--- config.mk ---
export PLATFORM = sky130hd
export DESIGN_NAME = vga_stream_decoder
export DESIGN_NICKNAME = d
export VERILOG_FILES = /design/src/rtl/vga_stream_decoder.sv
export SDC_FILE = /design/constraint.sdc
export NUM_CORES = 1
export LEC_CHECK = 0
export CAP_MARGIN = 40
export CORE_ASPECT_RATIO = 0.75
export CORE_MARGIN = 2
export CORE_UTILIZATION = 50
export CTS_CLUSTER_DIAMETER = 100
export DETAILED_ROUTE_END_ITERATION = 7
export PLACE_DENSITY = 0.76
export SLEW_MARGIN = 20
export SYNTH_ARGS = -nofsm -noshare
export SYNTH_HDL_FRONTEND = slang
export SYNTH_SLANG_ARGS = --single-unit
--- constraint.sdc ---
create_clock -name clk -period 4.65 [get_ports clk]
set_clock_uncertainty 0.1 [all_clocks]
set_input_delay 1.395 -clock clk [delete_from_list [all_inputs] [get_ports clk]]
set_output_delay 1.395 -clock clk [all_outputs]
set_load 0.05 [all_outputs]
--- src/rtl/vga_stream_decoder.sv ---
// VGA sync/pixel receiver: rebuilds x/y and active-video from hs/vs, checks line and
// frame timing, and reports lock. Output is two cycles behind the input pixel.
module vga_stream_decoder #(
  parameter int unsigned HOR_TOTAL       = 1344,
  parameter int unsigned HOR_ACTIVE      = 1024,
  parameter int unsigned HOR_SYNC_START  = 1048,
  parameter int unsigned VER_TOTAL       = 806,
  parameter int unsigned VER_ACTIVE      = 768,
  parameter int unsigned VER_SYNC_START  = 771,
  parameter int unsigned SYNC_ACTIVE_LOW = 1
) (
  input  logic        clk,
  input  logic        rst,
  input  logic        hs_in,
  input  logic        vs_in,
  input  logic [3:0]  r_in,
  input  logic [3:0]  g_in,
  input  logic [3:0]  b_in,
  output logic        locked,
  output logic        de,
  output logic        frame_start,
  output logic [10:0] xpos,
  output logic [10:0] ypos,
  output logic [3:0]  r_out,
  output logic [3:0]  g_out,
  output logic [3:0]  b_out,
  output logic [7:0]  err_cnt
);

  localparam logic [1:0] IDLE   = 2'd0;
  localparam logic [1:0] ALIGN  = 2'd1;
  localparam logic [1:0] LOCKED = 2'd2;

  localparam logic        POL   = 1'(SYNC_ACTIVE_LOW);
  localparam logic [10:0] HT_M1 = 11'(HOR_TOTAL - 1);
  localparam logic [10:0] HA    = 11'(HOR_ACTIVE);
  localparam logic [10:0] HSS   = 11'(HOR_SYNC_START);
  localparam logic [10:0] VT    = 11'(VER_TOTAL);
  localparam logic [10:0] VT_M1 = 11'(VER_TOTAL - 1);
  localparam logic [10:0] VA    = 11'(VER_ACTIVE);
  localparam logic [10:0] VSS   = 11'(VER_SYNC_START);

  logic        hs1_q, vs1_q, hsp_q, vsp_q;
  logic [11:0] rgb1_q, rgb2_q;
  logic [10:0] hcnt_q, hcnt_d, vcnt_q, vcnt_d;
  logic [10:0] plen_q, plen_d, lcnt_q, lcnt_d;
  logic [1:0]  state_q, state_d;
  logic        bad_q, bad_d;
  logic [7:0]  err_q, err_d;
  logic        locked_q;

  logic hs_edge, vs_edge, hwrap, line_err, frame_err;

  assign hs_edge = hs1_q & ~hsp_q;
  assign vs_edge = vs1_q & ~vsp_q;
  assign hwrap   = (hcnt_q == HT_M1);

  // A missing edge is seen once, when plen sits at HT-1 without an edge; plen then runs on to saturation.
  assign line_err  = hs_edge ? (plen_q != HT_M1) : (plen_q == HT_M1);
  assign frame_err = vs_edge && (lcnt_q != VT);

  always_comb begin
    hcnt_d = hs_edge ? HSS : (hwrap ? '0 : hcnt_q + 11'd1);

    vcnt_d = vcnt_q;
    if (vs_edge)
      vcnt_d = VSS;
    else if (!hs_edge && hwrap)
      vcnt_d = (vcnt_q == VT_M1) ? '0 : vcnt_q + 11'd1;

    plen_d = hs_edge ? '0 : ((plen_q == '1) ? plen_q : plen_q + 11'd1);

    lcnt_d = lcnt_q;
    if (vs_edge)
      lcnt_d = '0;
    else if (hs_edge && lcnt_q != '1)
      lcnt_d = lcnt_q + 11'd1;
  end

  always_comb begin
    state_d = state_q;
    bad_d   = bad_q;
    err_d   = err_q;
    case (state_q)
      IDLE: begin
        if (vs_edge) begin
          state_d = ALIGN;
          bad_d   = 1'b0;
        end
      end
      ALIGN: begin
        if (vs_edge) begin
          if (lcnt_q == VT && !bad_q && !line_err)
            state_d = LOCKED;
          bad_d = 1'b0;
        end else if (line_err) begin
          bad_d = 1'b1;
        end
      end
      LOCKED: begin
        if (line_err || frame_err) begin
          state_d = IDLE;
          if (err_q != '1)
            err_d = err_q + 8'd1;
        end
      end
      default: state_d = IDLE;
    endcase
  end

  always_ff @(posedge clk or posedge rst) begin
    if (rst) begin
      hs1_q    <= 1'b0;
      vs1_q    <= 1'b0;
      hsp_q    <= 1'b0;
      vsp_q    <= 1'b0;
      rgb1_q   <= '0;
      rgb2_q   <= '0;
      hcnt_q   <= '0;
      vcnt_q   <= '0;
      plen_q   <= '0;
      lcnt_q   <= '0;
      state_q  <= IDLE;
      bad_q    <= 1'b0;
      err_q    <= '0;
      locked_q <= 1'b0;
    end else begin
      hs1_q    <= hs_in ^ POL;
      vs1_q    <= vs_in ^ POL;
      hsp_q    <= hs1_q;
      vsp_q    <= vs1_q;
      rgb1_q   <= {r_in, g_in, b_in};
      rgb2_q   <= rgb1_q;
      hcnt_q   <= hcnt_d;
      vcnt_q   <= vcnt_d;
      plen_q   <= plen_d;
      lcnt_q   <= lcnt_d;
      state_q  <= state_d;
      bad_q    <= bad_d;
      err_q    <= err_d;
      locked_q <= (state_q == LOCKED);
    end
  end

  // hcnt/vcnt are updated from the stage-1 pixel, so they already describe the stage-2 pixel.
  assign xpos        = hcnt_q;
  assign ypos        = vcnt_q;
  assign locked      = locked_q;
  assign de          = locked_q && (hcnt_q < HA) && (vcnt_q < VA);
  assign frame_start = de && (hcnt_q == '0) && (vcnt_q == '0);
  assign r_out       = de ? rgb2_q[11:8] : '0;
  assign g_out       = de ? rgb2_q[7:4]  : '0;
  assign b_out       = de ? rgb2_q[3:0]  : '0;
  assign err_cnt     = err_q;

endmodule

==> out/results.txt <==
STA puts the critical path data arrival time at 2.44 ns. The first detailed-routing pass ran for 4 iterations. The highest signal layer in the routed design was met4.

The tools report the type of destination of the critical path as a primary output. After detailed routing, the wire length on met1 is 3.41 mm. Dividing total power by cell area gives a power density of 338 nW/um^2. The count of buffers added on input and output ports is 60. The tools report the number of antenna violations at the first check in global routing as 0.

Required time of the critical path: 3.15 ns. Type of origin of the critical path: a register. The number of diodes is 0. The number of violations of the max-capacitance limit was 0; the mean routed wirelength per cell was 14.1 um. The area of the die is 8110 um^2, and the total area of multi-input combinational cells is 1510 um^2. The cell area after synthesis was 3700 um^2; the count of H-tree levels built during CTS was 3.

The first routing iteration left 126 violations. For the hold violation count in the final report, the log shows 0. The worst setup path is of the reg2out kind.

For the clock latency on the worst-skew pair, the log shows 0.36 ns. In this run the worst path has a maximum fanout of 8. The final critical path time including I/O delays and setup works out to 3.93 ns. Measured along the y axis, the die boundary spans 78.5 um. Worst-case headroom to the max-slew limit: 0.526.

For the maximum number of pins on one net before global-route repair, the log shows 46. The most frequent standard cell in the layout excluding fill and tap cells is sky130_fd_sc_hd__dfrtp_1. The measured slew at the worst slew-check pin is 0.710 ns. The fill cell total of the finished layout came out at 579.

The final critical-path share of the clock period is 0.846. For the share of the core filled with cells in the final layout, the log shows 0.635. The mean cell area of the mapped netlist is 10.5 um^2. The share of layout cells above drive strength 1 was 0.0615; the placeable core area was 7260 um^2. Class of the tightest hold or removal check: reg2reg.

The number of nets handed over by synthesis was 377. The setup slack after placement is 1.07 ns. TritonCTS created 9 clock buffers.

Gate count of the mapped netlist: 352. The number of rows created at floorplan was 27; the count of boundary I/O pins was 61. Buffer levels on the longest clock path: 2.

The wire-length estimate of the detail-placed layout is 5.23 mm. Synthesis instantiated 41 different standard cells from the library. In the routed design, unresolved DRC markers number 0. The area share of the largest cell type after synthesis works out to 0.569. The clock root buffer is sky130_fd_sc_hd__clkbuf_8.

The logs give 0.715 ns for the worst setup margin and 0 for the number of warnings printed during yosys synthesis. The tools report the sequential fraction of the synthesis area as 0.569. The tools report the static leakage as 0.00199 uW.

The tools report the number of global-route vias before repair as 2713. Setup violations remaining at the end of the flow were counted as 0. The maximum ir drop on the vdd rail came out at 0.000237 V. TritonCTS built the clock tree. Clock-pin slew was measured on the worst setup and hold paths at 0.09 ns. The detail route stage leaves a number of antenna-violating nets equal to 0.

At the end of routability-driven placement, the weighted congestion stood at 0.839. The logs give 3.47 mm for the total length of routed met2 wires and 443 for the final layout net count. The cell taking the most area after synthesis is sky130_fd_sc_hd__dfrtp_1. For this run, the top clock speed supported by timing is 0.254 GHz. In this run the post-CTS setup repair buffer count came out at 0.

After clock tree synthesis, the flow added hold-fix buffers numbering 0. In the routed layout, each cell is associated on average with a via count of 5.36. Final cell count without fillers: 524. Setup repair after global routing left no endpoint under its margin. The overall track demand over capacity in global routing was 0.201.

By area the synthesized netlist is led by sky130_fd_sc_hd__dfrtp_1 57%, sky130_fd_sc_hd__nor2_1 4.5%, sky130_fd_sc_hd__xor2_1 4.0%. The run gives 12.6 mm as the first-pass GRT wire length. The routed design has 7.39 mm of wire. The cell count after placement came out at 508. The number of resized instances in the post-cts repair step is 0, and the initial core utilization is 0.509. Global routing finished with a remaining overflow of 0. The design draws 1560 uW. In the detailed route, the total length drawn on met3 is 438 um. Summing all flip-flop and latch instances after layout gives 2100 um^2. The max-slew violation count is 0, and the layout overhead on the synthesized area is 24.7%.

For the via count, the log shows 2808. Clock tree synthesis found a total of 84 sinks. In the layout the commonest cells are 84 x sky130_fd_sc_hd__dfrtp_1, 60 x sky130_fd_sc_hd__clkdlybuf4s50_1, 44 x sky130_fd_sc_hd__nor2_1.

Setup total negative slack on the finished layout was measured at 0 ns. The count of state elements after synthesis was 84. The flow ran to the end, and the final reports show no timing, DRC or antenna violations. The die is 103 um wide.
Yosys cell counts:
master,count
sky130_fd_sc_hd__a211oi_1,1
sky130_fd_sc_hd__a21oi_1,13
sky130_fd_sc_hd__a2bb2oi_1,1
sky130_fd_sc_hd__a31oi_1,3
sky130_fd_sc_hd__a41oi_1,2
sky130_fd_sc_hd__and2_1,14
sky130_fd_sc_hd__and3_1,9
sky130_fd_sc_hd__and4_1,1
sky130_fd_sc_hd__and4_4,1
sky130_fd_sc_hd__buf_2,1
sky130_fd_sc_hd__clkbuf_1,6
sky130_fd_sc_hd__clkbuf_2,1
sky130_fd_sc_hd__dfrtp_1,84
sky130_fd_sc_hd__ha_1,9
sky130_fd_sc_hd__inv_1,14
sky130_fd_sc_hd__mux2_2,1
sky130_fd_sc_hd__mux2i_1,2
sky130_fd_sc_hd__nand2_1,21
sky130_fd_sc_hd__nand2b_1,2
sky130_fd_sc_hd__nand3_1,25
sky130_fd_sc_hd__nand4_1,5
sky130_fd_sc_hd__nand4_4,1
sky130_fd_sc_hd__nand4b_1,1
sky130_fd_sc_hd__nand4bb_1,1
sky130_fd_sc_hd__nor2_1,44
sky130_fd_sc_hd__nor2b_1,8
sky130_fd_sc_hd__nor3_1,12
sky130_fd_sc_hd__nor4_1,4
sky130_fd_sc_hd__nor4b_1,3
sky130_fd_sc_hd__o211ai_1,1
sky130_fd_sc_hd__o21ai_0,13
sky130_fd_sc_hd__o21ai_2,1
sky130_fd_sc_hd__o311ai_0,3
sky130_fd_sc_hd__o31a_1,1
sky130_fd_sc_hd__or2_1,1
sky130_fd_sc_hd__or2_2,1
sky130_fd_sc_hd__or3_1,7
sky130_fd_sc_hd__or3b_2,1
sky130_fd_sc_hd__or4_1,1
sky130_fd_sc_hd__xnor2_1,15
sky130_fd_sc_hd__xor2_1,17
final timing paths:
path | start | endpoint | slack, ns | cells after the start
min in group asynchronous | rst | hs1_q | 1.34 | 2
hold / removal | rgb1_q[3] | rgb2_q[3] | 0.25 | 0
setup reg to reg | xpos[6] | ypos[5] | 2.18 | 5
setup / recovery | xpos[6] | frame_start | 0.72 | 4
hold reg to reg | rgb1_q[3] | rgb2_q[3] | 0.25 | 0
max in group asynchronous | rst | xpos[2] | 2.44 | 3
layer usage:
| layer | vias up | track usage |
|---|---|---|
| met5 | - | 0 |
| met4 | 0 | 0.0566 |
| met3 | 8 | 0.0703 |
| met2 | 85 | 0.313 |
| met1 | 1375 | 0.269 |
| li1 | 1340 | - |
critical path: stages, from the launching register on:
cell                              delay [ns]
sky130_fd_sc_hd__dfrtp_1                0.47
sky130_fd_sc_hd__nor3_1                 0.50
sky130_fd_sc_hd__nand4_1                0.16
sky130_fd_sc_hd__nor2_1                 0.13
sky130_fd_sc_hd__clkdlybuf4s50_1        0.82
final cells by class:
| type | instances | area share |
|---|---|---|
| clock buffers | 9 | 0.0269 |
| clock inverters | 7 | 0.0125 |
| inverters | 14 | 0.0117 |
| multi-input cells | 246 | 0.328 |
| flip-flops and latches | 84 | 0.456 |
| well taps | 101 | 0.0274 |
| repair buffers | 63 | 0.138 |
through the flow:
step	hold WS, ns	cell area [um^2]
2_1_floorplan	0.231	3700
3_3_place_gp	0.232	4420
3_5_place_dp	0.236	4430
4_1_cts	0.257	4610
5_1_grt	0.262	4610
6_report	0.254	4610
cell families (layout without fill, tap and decap cells):
family | Yosys count | after routing | synth area share
buffers and inverters | 22 | 93 | 0.0230
xor gates and xnor gates | 32 | 32 | 0.0758
and+or+nand+nor | 163 | 163 | 0.230
AOI/OAI and AO/OA | 39 | 39 | 0.0633
muxes | 3 | 3 | 0.00846
adders and majority gates | 9 | 9 | 0.0305
DFF | 84 | 84 | 0.569
sequential cells by signal, indices dropped and copies added, names as in the netlist:
| name | cells |
|---|---|
| rgb1_q | 12 |
| rgb2_q | 12 |
| lcnt_q | 11 |
| plen_q | 11 |
| xpos | 11 |
| ypos | 11 |
| err_cnt | 8 |
| state_q | 2 |
| bad_q | 1 |
| hs1_q | 1 |
| hsp_q | 1 |
| locked | 1 |
| vs1_q | 1 |
| vsp_q | 1 |
where the power goes:
| part | switching, uW | internal (uW) | total, uW |
|---|---|---|---|
| Combinational | 151 | 91.9 | 243 |
| Sequential | 55.8 | 779 | 835 |
| Clock | 279 | 202 | 481 |
(Power assumes the default switching activity.)
